## config.mk

```make
export PLATFORM = sky130hd
export DESIGN_NAME = mprj_pad_config_loader
export DESIGN_NICKNAME = d
export VERILOG_FILES = /design/src/rtl/mprj_pad_config_loader.sv
export SDC_FILE = /design/constraint.sdc
export NUM_CORES = 1
export LEC_CHECK = 0
export BUFFER_PORTS_ARGS = -buffer_cell sky130_fd_sc_hd__buf_4
export CAP_MARGIN = 20
export CORE_ASPECT_RATIO = 0.5
export CORE_MARGIN = 3
export CORE_UTILIZATION = 33
export DETAILED_ROUTE_END_ITERATION = 6
export SLEW_MARGIN = 15
export SYNTH_ARGS = -nofsm -noshare
export SYNTH_HDL_FRONTEND = slang
export SYNTH_SLANG_ARGS = --single-unit
```

## constraint.sdc

```tcl
create_clock -name clock -period 2.4 [get_ports clock]
set_input_delay 0.24 -clock clock [delete_from_list [all_inputs] [get_ports clock]]
set_output_delay 0.24 -clock clock [all_outputs]
set_load 0.1 [all_outputs]
```

## src/rtl/mprj_pad_config_loader.sv

```systemverilog
// mprj_pad_config_loader: fetches one config word per pad from the register bank and
// shifts it MSB-first into the pad control chain, then strobes serial_load to latch all pads.
module mprj_pad_config_loader #(
    parameter int PADS     = 38,
    parameter int ADDR_W   = 6,
    parameter int CFG_BITS = 10,
    parameter int CLK_DIV  = 1
) (
    input  logic                clock,
    input  logic                resetb,
    input  logic                xfer_start,
    input  logic                xfer_abort,
    output logic [ADDR_W-1:0]   cfg_addr,
    input  logic [CFG_BITS-1:0] cfg_rdata,
    output logic                serial_clock,
    output logic                serial_data,
    output logic                serial_load,
    output logic                busy,
    output logic                done
);
    localparam int BW = $clog2(CFG_BITS + 1);
    localparam int CW = $clog2(CLK_DIV + 1);
    localparam logic [ADDR_W-1:0] LAST  = ADDR_W'(PADS - 1);
    localparam logic [BW-1:0]     NBITS = BW'(CFG_BITS);
    localparam logic [CW-1:0]     DIV   = CW'(CLK_DIV);

    typedef enum logic [2:0] {S_IDLE, S_FETCH, S_SHIFT, S_LOAD, S_FIN} state_t;

    state_t              state, state_d;
    logic [ADDR_W-1:0]   pad_cnt, pad_d, addr_d;
    logic [BW-1:0]       bit_cnt, bit_d;
    logic [CW-1:0]       ph_cnt, ph_d;
    logic                hi, hi_d;
    logic [CFG_BITS-1:0] sr, sr_d;
    logic                sclk_d, sdata_d, load_d, busy_d, done_d;
    logic                ph_end, last_bit;

    assign ph_end   = ph_cnt == CW'(1);
    assign last_bit = bit_cnt == BW'(1);

    always_ff @(posedge clock or negedge resetb) begin
        if (!resetb) state <= S_IDLE;
        else         state <= state_d;
    end

    always_comb begin
        state_d = state;
        case (state)
            S_IDLE:  state_d = (xfer_start && !xfer_abort) ? S_FETCH : S_IDLE;
            S_FETCH: state_d = xfer_abort ? S_IDLE : hi ? S_SHIFT : S_FETCH;
            S_SHIFT: state_d = xfer_abort ? S_IDLE :
                               !(ph_end && hi && last_bit) ? S_SHIFT :
                               (pad_cnt == '0) ? S_LOAD : S_FETCH;
            S_LOAD:  state_d = xfer_abort ? S_IDLE : (ph_end && hi) ? S_FIN : S_LOAD;
            S_FIN:   state_d = S_IDLE;
            default: state_d = S_IDLE;
        endcase
    end

    // Next values of every registered output and counter; hi marks the second half of
    // FETCH, the high phase of a bit in SHIFT, and the low half of the strobe in LOAD.
    always_comb begin
        addr_d  = cfg_addr;
        pad_d   = pad_cnt;
        bit_d   = bit_cnt;
        ph_d    = ph_cnt;
        hi_d    = hi;
        sr_d    = sr;
        sclk_d  = 1'b0;
        sdata_d = 1'b0;
        load_d  = 1'b0;
        busy_d  = state_d != S_IDLE;
        done_d  = state_d == S_FIN;
        case (state)
            S_IDLE: if (state_d == S_FETCH) begin
                pad_d  = LAST;
                addr_d = LAST;
                hi_d   = 1'b0;
            end
            S_FETCH: if (state_d == S_SHIFT) begin
                sr_d    = cfg_rdata;
                sdata_d = cfg_rdata[CFG_BITS-1];
                bit_d   = NBITS;
                ph_d    = DIV;
                hi_d    = 1'b0;
            end else begin
                hi_d = 1'b1;
            end
            S_SHIFT: if (!xfer_abort) begin
                sclk_d  = hi;
                sdata_d = serial_data;
                ph_d    = ph_end ? DIV : ph_cnt - CW'(1);
                if (ph_end && !hi) begin
                    hi_d   = 1'b1;
                    sclk_d = 1'b1;
                end else if (ph_end) begin
                    hi_d   = 1'b0;
                    sclk_d = 1'b0;
                    if (!last_bit) begin
                        bit_d   = bit_cnt - BW'(1);
                        sr_d    = sr << 1;
                        sdata_d = sr_d[CFG_BITS-1];
                    end else begin
                        sdata_d = 1'b0;
                        load_d  = state_d == S_LOAD;
                        if (state_d == S_FETCH) begin
                            pad_d  = pad_cnt - ADDR_W'(1);
                            addr_d = pad_cnt - ADDR_W'(1);
                        end
                    end
                end
            end
            S_LOAD: if (!xfer_abort) begin
                ph_d   = ph_end ? DIV : ph_cnt - CW'(1);
                load_d = !hi && !ph_end;
                if (ph_end) hi_d = 1'b1;
            end
            default: ;
        endcase
    end

    always_ff @(posedge clock or negedge resetb) begin
        if (!resetb) begin
            cfg_addr     <= '0;
            pad_cnt      <= '0;
            bit_cnt      <= '0;
            ph_cnt       <= '0;
            hi           <= 1'b0;
            sr           <= '0;
            serial_clock <= 1'b0;
            serial_data  <= 1'b0;
            serial_load  <= 1'b0;
            busy         <= 1'b0;
            done         <= 1'b0;
        end else begin
            cfg_addr     <= addr_d;
            pad_cnt      <= pad_d;
            bit_cnt      <= bit_d;
            ph_cnt       <= ph_d;
            hi           <= hi_d;
            sr           <= sr_d;
            serial_clock <= sclk_d;
            serial_data  <= sdata_d;
            serial_load  <= load_d;
            busy         <= busy_d;
            done         <= done_d;
        end
    end
endmodule
```

# After elaboration in Yosys (flattened, before gate mapping)
# Cells that the tools add are included.
# op_classes
n_eq_ne,21
addsub,3
muxes,54
reduce_logical,21
# op_table
cell,n
9-bit two-way mux,5
6-bit two-way mux,6
1-bit two-way mux,23
"2-bit != test, second input constant",11
4-bit two-way mux,5
9-bit case mux with 2 select lines,1
"3-bit by 2-bit == test with 1-bit output, second input constant",4
3-bit case mux with 4 select lines,1
6-bit case mux with 2 select lines,1
2-bit two-way mux,5
4-bit case mux with 2 select lines,1
7-bit AND reduction,1
"3-bit by 1-bit == test with 1-bit output, second input constant",2
6-bit logical NOT,1
3-bit two-way mux,2
"3-bit != test, second input constant",2
1-bit case mux with 2 select lines,3
6-bit AND reduction,1
2-bit nonzero test,3
"6-bit by 1-bit subtractor with 6-bit output, second input constant",1
1-bit logical AND,5
5-bit AND reduction,1
"4-bit by 1-bit == test with 1-bit output, second input constant",1
1-bit case mux with 4 select lines,1
other kinds (10),12
# totals
out_inout_bits,11
input_bits,14
word_cells,110
reg_bits,29

# Depth between registers and ports, before layout
# Gate-level depths: netlist of the first run.
# depth
word_depth,12
mapped_depth,7
mapped_depth_nobuf,6

# Worst setup path after synthesis of the first run
# Ideal clock, no wire load.
# synth_path
path_kind,reg2reg
from,register pad_cnt[0]
to,register pad_cnt[2]
setup_slack_ps,-3
t_arrival_ps,2278
synth_period_minus_slack_ps,2403
setup_ps,125
path_stages_with_launch,7
n_path_buf,0
t_required_ps,2275
cell_sequence,dfrtp_1 -> inv_1 -> ha_1 -> or3b_1 -> o311ai_2 -> a211oi_1 -> mux2_2
# synth_via
elab_chain_cells,8
elab_cells_between_ends,16
cone_classes,1 x add/sub; 3 x eq/ne; 10 x mux; 2 x reduce/logical
# synth_lines
element,line,text
"start, declared",30,"logic [ADDR_W-1:0] pad_cnt, pad_d, addr_d;"
"start signal, assigned",137,pad_cnt <= pad_d;
6-bit logical NOT,53,(pad_cnt == '0) ? S_LOAD : S_FETCH;
2-bit two-way mux,53,
2-bit two-way mux,52,!(ph_end && hi && last_bit) ? S_SHIFT :
2-bit two-way mux,51,S_SHIFT: state_d = xfer_abort ? S_IDLE :
3-bit case mux with 4 select lines,48,case (state)
3-bit by 1-bit == test with 1-bit output,"75, 106",
2-bit != test (no source line),--,
7-bit AND reduction (no source line),--,
# Several ways; a longest one is shown, not always the timed one. The select of a mux whose other input is x is not followed.
# A chain may end at the register's enable or synchronous reset.

# Final worst setup path of the first run
# layout_path
from,register hi
to,register pad_cnt[2]
# layout_via
elab_chain_cells,8
elab_cells_between_ends,16
cone_classes,4 x eq/ne; 7 x mux; 5 x reduce/logical
# layout_lines
element,line,text
"start, declared",33,"logic hi, hi_d;"
"start signal, assigned",140,hi <= hi_d;
1-bit logical AND,"52, 54",
1-bit logical AND,52,
2-bit two-way mux,52,
2-bit two-way mux,51,
3-bit case mux with 4 select lines,48,
3-bit by 1-bit == test with 1-bit output,"75, 106",
2-bit != test (no source line),--,
7-bit AND reduction (no source line) (*),--,
# Every way passes the cells marked *; elsewhere a longest branch is shown, timed or not.

==> results summary, run 1 <==
The clock slew seen by the registers of the worst setup and hold paths came out at 0.07 ns. The count of cells along the worst register-to-register path is 6. The total negative slack is 0 ns. The number of global-route vias before repair came out at 1,293. The type of the tightest min-delay check is in -> reg. The distinct cell type count after synthesis is 41.

The clock latency reported for the late side of the worst-skew pair came out at 0.28 ns. The launching element of the worst setup path is hi. The count of final hold-check violations came to 0. The initial cell density of the core came out at 36.9%. Ranked by total cell area, the synthesized netlist is headed by dfrtp_1, mux2_4, nand2_1. The total core area came out at 0.00472 mm2.

In this run the worst setup path terminates at pad_cnt[2]. The number of standard cells after synthesis is 172. The non-filler instance count after layout came out at 269. STA classifies the critical path startpoint as a register. The max-capacitance violation count is 0.

The endpoint of the worst-slack reg-to-reg timing path is pad_cnt[2]. The clock period could shrink to 2.16 ns. The global-route wire length before repair came out at ~6400 um. In this run the critical register-to-register path is launched from hi.

In this run the horizontal extent of the chip is roughly 110 um. The total via count in the routed design came out at 1,326. The worst clock skew is 0.00753 ns. The number of antenna violations at the first check in global routing came out at 0. The fraction of the yosys area taken by sequential cells is 41.7%. The analysis attributes to cell leakage a power of a little over 0.001 uW.

The register bit total from synthesis came out at 29. The fraction of final layout cells with drive strength greater than 1 is 30.0%. Routability-driven placement finished with a final weighted congestion of 0.811.

The critical path is of the reg -> reg type. The worst-path maximum fanout came out at 6. The detailed-route DRC error count came out at 0.

In this run, the number of DRC markers left after iteration 0 of detailed routing was 51. The number of I/O port buffers came out at 24. The die extent in y is between 50 and 60 um. The synthesized design spends more area on one cell type than any other, namely dfrtp_1. The post-placement worst setup slack is 0.235 ns. Setup violations remaining at the end of the flow were counted as 0.

Relative to the synthesized area, the layout overhead comes to 21.2%. The final worst hold slack is 0.194 ns. The count of pins over their slew limit came out at 0. The final layout contains routed wiring with a total length of 3710 um.

The clock drives 29 sinks. For flop-to-flop paths, the worst setup slack is between 0.2 and 0.25 ns. The share of synthesized flip-flops with an asynchronous set or reset is between 90% and 100%. The root buffer cell is clkbuf_8. The die covers 0.00623 mm2. The flow ran to the end, and the final reports show no timing, DRC or antenna violations. The number of I/O pins is 25. The final antenna diode count is 0.

In this run the cell area of the synthesized design comes to 0.00174 mm2. The total congestion overflow after global routing came out at 0. The H-tree level count is 2. The number of synthesized flops with an enable pin came out at 0. Global routing used 13.1% of the available tracks across all layers.

For the worst setup path, the data required time is 2.57 ns. TritonCTS built the clock tree. The total instance count after detailed placement is 260. Setup repair after global routing left no endpoint under its margin.

The proportion of netlist area held by the largest area contributor is 41.7%. Dividing the detail-routed via count by the number of cells gives 4.93. The largest voltage drop on the vdd net is 0.275 mV. Data arrives at the worst endpoint at 2.34 ns. In this run the tightest slew margin relative to its limit is 63.1%. The final cycle utilization of the critical path came out at 90.2%. The row count is 17. The number of buffers inserted during clock tree synthesis came out at 5. The maximum clock path buffer count is 2. Yosys printed 0 warnings.

Sorting the synthesized cells by how often they occur yields nand2_1, dfrtp_1, inv_1, mux2_4. The worst setup path is captured at a register. The sum of internal, switching and leakage power came out at ~1900 uW. Dividing total power by cell area gives a power density of 919 mW/mm2. For the pin with the worst max-slew slack, the measured transition is 0.552 ns.

The mean routed wirelength per cell came out at 13.8 um. The main flop type after synthesis is dfrtp_1. Each instance of the synthesized netlist takes up on average 10.1 um2. The count of TritonRoute iterations in the first routing pass is 4. The fmax came out at 0.462 GHz. In the final design database the tool counted 222 nets. The number of antenna-violating nets in the routed design came out at 0. The post-cts resize count came out at 0. Entering global routing, the biggest net connects 30 pins. In the post-synthesis netlist, the cell with the most instances is nand2_1.

The post-layout worst setup margin came out at between 0.2 and 0.25 ns. The final HPWL from detailed placement is roughly 2700 um. The net count of the mapped netlist is 192.
report_power, final:
part | leakage [uW] | internal (uW) | switching, uW
clock network | 0.0000542 | 259 | 187
logic | 0.000597 | 333 | 400
registers | 0.000356 | 631 | 128
total | 0.00101 | 1220 | 716
registers in the layout, indices dropped and copies added (netlist names):
signal / flops
done: 1
serial_data: 1
serial_clock: 1
state: 3
busy: 1
ph_cnt: 1
pad_cnt: 6
serial_load: 1
sr: 9
hi: 1
bit_cnt: 4
layout by cell type, fill, tap and decap left out, drive strengths merged, types with 6 or more instances in the layout:
cell and instances:
a21oi 6, buf 32, clkbuf 7, dfrtp 29
ha 6, inv 8, mux2 14, nand2 32
nand2b 6, nor2 6
stage by stage:
stage                     util, %  instance area (um2)
after global routing         44.7                 2110
final                        44.7                 2110
after CTS                    44.7                 2110
after detailed placement     42.3                 2000
after floorplan                 -                 1740
after global placement       42.3                 2000
critical path, stage by stage (launching register included):
cell and delay (ns):
dfrtp_1 0.44, inv_1 0.09, ha_1 0.27, nor4b_1 0.39, a21oi_1 0.22, a211oi_1 0.29, mux2_2 0.36
per-layer routing:
metal  share of wire [%]  up-vias  routed length, um  GRT usage, %
li1                    -      662                  -             -
met2                  43       31               1590          18.5
met1                  50      628               1870          19.1
met4                 1.3        0                 47          4.86
met3                 5.3        5                197          3.62
met5                   0        -                  0             0
cell type report:
class | instances | area, um2
sequential | 29 | 727
tap | 66 | 82.6
clock buffer | 7 | 96.3
multi-input combinational | 125 | 918
clock inverter | 1 | 5.00
timing repair buffer | 33 | 250
fill | 469 | 2610
inverter | 8 | 30.0
repair_timing:
item,4_1_cts,5_1_grt
buffers inserted,0,0
hold endpoints to repair,29,0
hold buffers,1,0
endpoints found under the setup margin,0,0
logic make-up (layout without fill, tap and decap cells):
| logic type | after synthesis | count (layout) | share of synthesized area [%] |
|---|---|---|---|
| adder cells (fa/ha/maj) | 6 | 6 | 4.31 |
| buffers and inverters | 18 | 49 | 5.54 |
| AND/OR/NAND/NOR | 75 | 75 | 24.2 |
| multiplexers | 19 | 19 | 13.7 |
| AO/OA/AOI/OAI | 25 | 25 | 10.6 |
| flip-flops | 29 | 29 | 41.7 |
worst min-delay path by stage:
| stage | startpoint | end | cells after the start | slack [ns] |
|---|---|---|---|---|
| floorplan | resetb | bit_cnt[0] | 0 | -0.06 |
| global placement | resetb | done | 1 | 0.19 |
| detailed placement | resetb | busy | 1 | 0.20 |
| CTS | xfer_start | busy | 2 | 0.19 |
| global route | xfer_start | busy | 2 | 0.21 |
| finish | xfer_start | busy | 2 | 0.19 |
Note: power is estimated with default switching activity, not from simulation.
==> run 2, diff against run 1 <==
--- a/config.mk
+++ b/config.mk
@@ -5,12 +5,14 @@
 export SDC_FILE = /design/constraint.sdc
 export NUM_CORES = 1
 export LEC_CHECK = 0
+export ABC_AREA = 1
 export BUFFER_PORTS_ARGS = -buffer_cell sky130_fd_sc_hd__buf_4
 export CAP_MARGIN = 20
-export CORE_ASPECT_RATIO = 0.5
+export CORE_ASPECT_RATIO = 1.4
 export CORE_MARGIN = 3
 export CORE_UTILIZATION = 33
 export DETAILED_ROUTE_END_ITERATION = 6
+export PLACE_DENSITY_LB_ADDON = 0.2
 export SLEW_MARGIN = 15
 export SYNTH_ARGS = -nofsm -noshare
 export SYNTH_HDL_FRONTEND = slang
==> run 2 against run 1 <==
Critical path depth grew 3; synthesized cell count grew 22%; sequential share of layout area shrank 0.059 points; utilization shrank 2.4 points; die area grew 0.21%; cell area is the same; register-to-register slack gained 0.27 ns; highest routed layer unchanged.
==> results summary, run 2 <==
In this run the clock root is driven by a clkbuf_8. The relative max-transition margin is 69.5% (+6.4 points). The H-tree level count is 2 (unchanged). The minimum period implied by the final worst setup slack was 1.90 ns (-0.266 ns). The total leakage power is 0.00105 uW (+3.9%). The area growth from synthesis to layout came out at 20.1%. The worst setup path is of the reg -> reg kind. The total wirelength of the detailed-routed design came out at 3620 um (-2.6%). The initial DRC count is 60 (+18%). The global-route wire length before repair is 6090 um (-4.4%). The total core area is 0.00499 mm2 (+5.7%). The run finished with clean final reports. The filler cell count in the final layout was 520 (+11%).

The largest area contributor in the netlist is dfrtp_1. The initial cell density of the core is 35.2% (-1.7 points). The total congestion overflow after global routing came out at 0 (unchanged). The clock slew seen by the registers of the worst setup and hold paths is 0.07 ns (about the same). The synthesized area per cell is 8.37 um2 (-17%). The worst-path maximum fanout was 12 (+6).

The proportion of netlist area held by the largest area contributor is 41.3% (-0.39 points). Sorting the synthesized cells by area gives the leading types as dfrtp_1, nand2_1, o21ai_2. The number of I/O pins came to 25 (unchanged). On the critical path, the stage with the largest delay is an instance of nand4_2. The slew of the pin with the lowest slew margin came to 0.457 ns (-0.0952 ns). The mapped cell area came out at 0.00176 mm2 (+0.93%). The number of setup buffers added after CTS is 0 (unchanged).

Leaving out fill and tap cells, the most frequent cell in the layout is nand2_1. The fraction of final layout cells with drive strength greater than 1 came to 32.2% (+2.2 points). The path class of the tightest hold or removal check is in -> reg. The largest voltage drop on the vdd net came to 0.430 mV (+56%). The endpoint arrival time on the critical path came out at 2.06 ns (-0.28 ns).

The count of cells along the worst register-to-register path was 9 (+3). The endpoint required time on the critical path came out at 2.56 ns (about the same). The number of I/O port buffers is 24 (unchanged).

By instance count, the leading cell after synthesis is nand2_1. The pin count of the biggest net entering global routing is 30 (unchanged). Setup repair after global routing left no endpoint under its margin. The register-to-register setup slack is 0.50 ns (+0.27 ns). The share of synthesized flip-flops with an asynchronous set or reset came to 100% (unchanged). The detailed-route DRC error count is 0 (unchanged). STA classifies the critical path startpoint as a register. The maximum clock path buffer count came to 2 (unchanged). The number of antenna-violating nets in the routed design came out at 0 (unchanged). The power per cell area is 1140 mW/mm2 (+24%). The final cycle utilization of the critical path came out at 79.1% (-11 points). The critical path goes through inv_1, ha_1, nand2_1, nor2_1, nand2_1, a21oi_2, nand4_2, nand2_1, o21ai_2. The full die area is 0.00625 mm2 (+0.21%).

The count of TritonRoute iterations in the first routing pass is 4 (unchanged). The fmax came out at 0.527 GHz (+14%). The mean routed wirelength per cell came out at 11.9 um (-14%).

Leaving out fill and tap cells, the most frequent cells in the layout are nand2_1, dfrtp_1, buf_4. The via density per instance came out at 4.62 (-6.3%). The highest cell delay on the worst timing path came to 0.38 ns (-0.06 ns). The register bit total from synthesis came to 29 (unchanged). The net count of the finished layout came out at 258 (+16%). The final worst hold slack came out at 0.187 ns (-0.00693 ns).

The number of synthesized flops with an enable pin came out at 0 (unchanged). The final HPWL from detailed placement came to 2650 um (-2.5%). The most frequent cell on the critical path is nand2_1. The number of standard cells after synthesis is 210 (+22%). The total negative slack came to 0 ns (unchanged).

The yosys synthesis warning count is 0 (unchanged). The die extent in y is 92.3 um (+61%). The clock latency reported for the late side of the worst-skew pair is 0.28 ns (about the same).

The count of pins over their slew limit is 0 (unchanged). The fraction of the yosys area taken by sequential cells is 41.3% (-0.39 points). The sort of element at the end of the critical path is a register. By count the netlist is led by nand2_1, dfrtp_1, inv_1, nor2_1, o21ai_2. In this run the critical register-to-register path is captured at pad_cnt[2]. The final weighted congestion in routability-driven placement is 0.900 (+11%). The row count is 30 (+13). The max-capacitance violation count is 0 (unchanged). The final antenna diode count is 0 (unchanged). The number of global-route vias before repair is 1,330 (+2.9%).

The distinct cell type count after synthesis came out at 29 (-29%). The clock sink count came out at 29 (unchanged). The startpoint identified for the worst hold timing path is xfer_abort. The depth of the worst hold-timing path came out at 2 (unchanged). The number of antenna violations at the first check in global routing came out at 0 (unchanged). The count of final hold-check violations came out at 0 (unchanged).

The width of the die is 67.7 um (-38%). The main flop type after synthesis is dfrtp_1. For hold timing, the worst endpoint is done. The flip-flop count of the largest register, all copies and words added is 9 (unchanged).

The overall routing resource usage came out at 12.8% (-0.30 points). The largest registers in the layout are sr x9, pad_cnt x6, bit_cnt x4. The total via count in the routed design is 1,399 (+5.5%). TritonCTS built the clock tree.

The number of setup violations in the final report came to 0 (unchanged). The net count of the mapped netlist is 230 (+20%). In this run the critical register-to-register path is launched from bit_cnt[1]. The worst clock skew came out at 0.00588 ns (-0.00165 ns).

The register with the most flip-flops in the final layout is sr. The number of buffers inserted during clock tree synthesis came out at 5 (unchanged).
-- run 2: changes by cell type after synthesis, moves of 5 or more --
| cell | before | now |
|---|---|---|
| inv_1 | 8 | 24 |
| mux2_2 | 6 | 1 |
| mux2_4 | 8 | 0 |
| mux2i_1 | 5 | 0 |
| nand2_2 | 0 | 13 |
| nand2b_1 | 6 | 0 |
| nand3_1 | 2 | 13 |
| nor2_1 | 6 | 19 |
| o21ai_0 | 2 | 11 |
| o21ai_1 | 1 | 6 |
| o21ai_2 | 1 | 14 |
-- run 2: kinds of logic after synthesis --
logic type | count (synthesis) | synth area share, %
AOI/OAI and AO/OA | 40 | 15.3
xor gates and xnor gates | 3 | 1.50
adders and majority gates | 6 | 4.27
buffers and inverters | 33 | 8.48
DFF | 29 | 41.3
muxes | 1 | 0.641
and+or+nand+nor | 98 | 28.5
-- run 2: final cells by class --
type	instances	area (um2)	area share, %
Timing Repair Buffer	26	198	9.37
Multi-Input combinational cell	148	882	41.8
Tap cell	64	80.1	3.80
Sequential cell	29	726	34.4
Clock buffer	7	86.3	4.09
Clock inverter	1	30.0	1.42
Inverter	28	108	5.10
-- run 2: power by group --
group          internal (uW)  switching [uW]
clock network            338             187
logic                    343             775
registers                654             110
-- run 2: through the flow --
step / instances / setup WS [ns] / area (um2) / power, uW / util (%)
after floorplan: 210 / 0.191 / 1760 / 1680 / -
after global placement: 294 / 0.548 / 1980 / 1890 / 39.7
after detailed placement: 294 / 0.489 / 1980 / 1900 / 39.7
after CTS: 303 / 0.486 / 2110 / 2430 / 42.3
after global routing: 303 / 0.245 / 2110 / 2580 / 42.3
final: 303 / 0.502 / 2110 / 2410 / 42.3
-- run 2: what timing repair did --
action,4_1_cts,5_1_grt
hold endpoints to repair,29,0
gates resized for setup,0,0
hold buffers,1,0
-- run 2: how the worst max path moves through the flow --
stage	from	end	slack, ns	cells past startpoint
2_1_floorplan	pad_cnt[0]	pad_cnt[4]	0.19	9
3_3_place_gp	bit_cnt[1]	pad_cnt[2]	0.55	9
3_5_place_dp	bit_cnt[1]	pad_cnt[2]	0.49	9
4_1_cts	bit_cnt[1]	pad_cnt[2]	0.49	9
5_1_grt	bit_cnt[1]	pad_cnt[1]	0.25	9
6_report	bit_cnt[1]	pad_cnt[2]	0.50	9
-- run 2: critical path, delay by kind of cell (launching register included) --
| kind | cells | cell delay (ns) |
|---|---|---|
| AND/OR/NAND/NOR | 5 | 0.91 |
| flip-flops | 1 | 0.35 |
| AO/OA/AOI/OAI | 2 | 0.24 |
| adder cells (fa/ha/maj) | 1 | 0.16 |
| buffers and inverters | 1 | 0.12 |
-- run 2: metal layers --
metal	up-vias	global-route usage, %	share of wire [%]
li1	733	-	-
met1	631	15.7	42
met2	25	20.6	51
met3	10	3.03	3.8
met4	0	6.43	3.3
met5	-	0	0
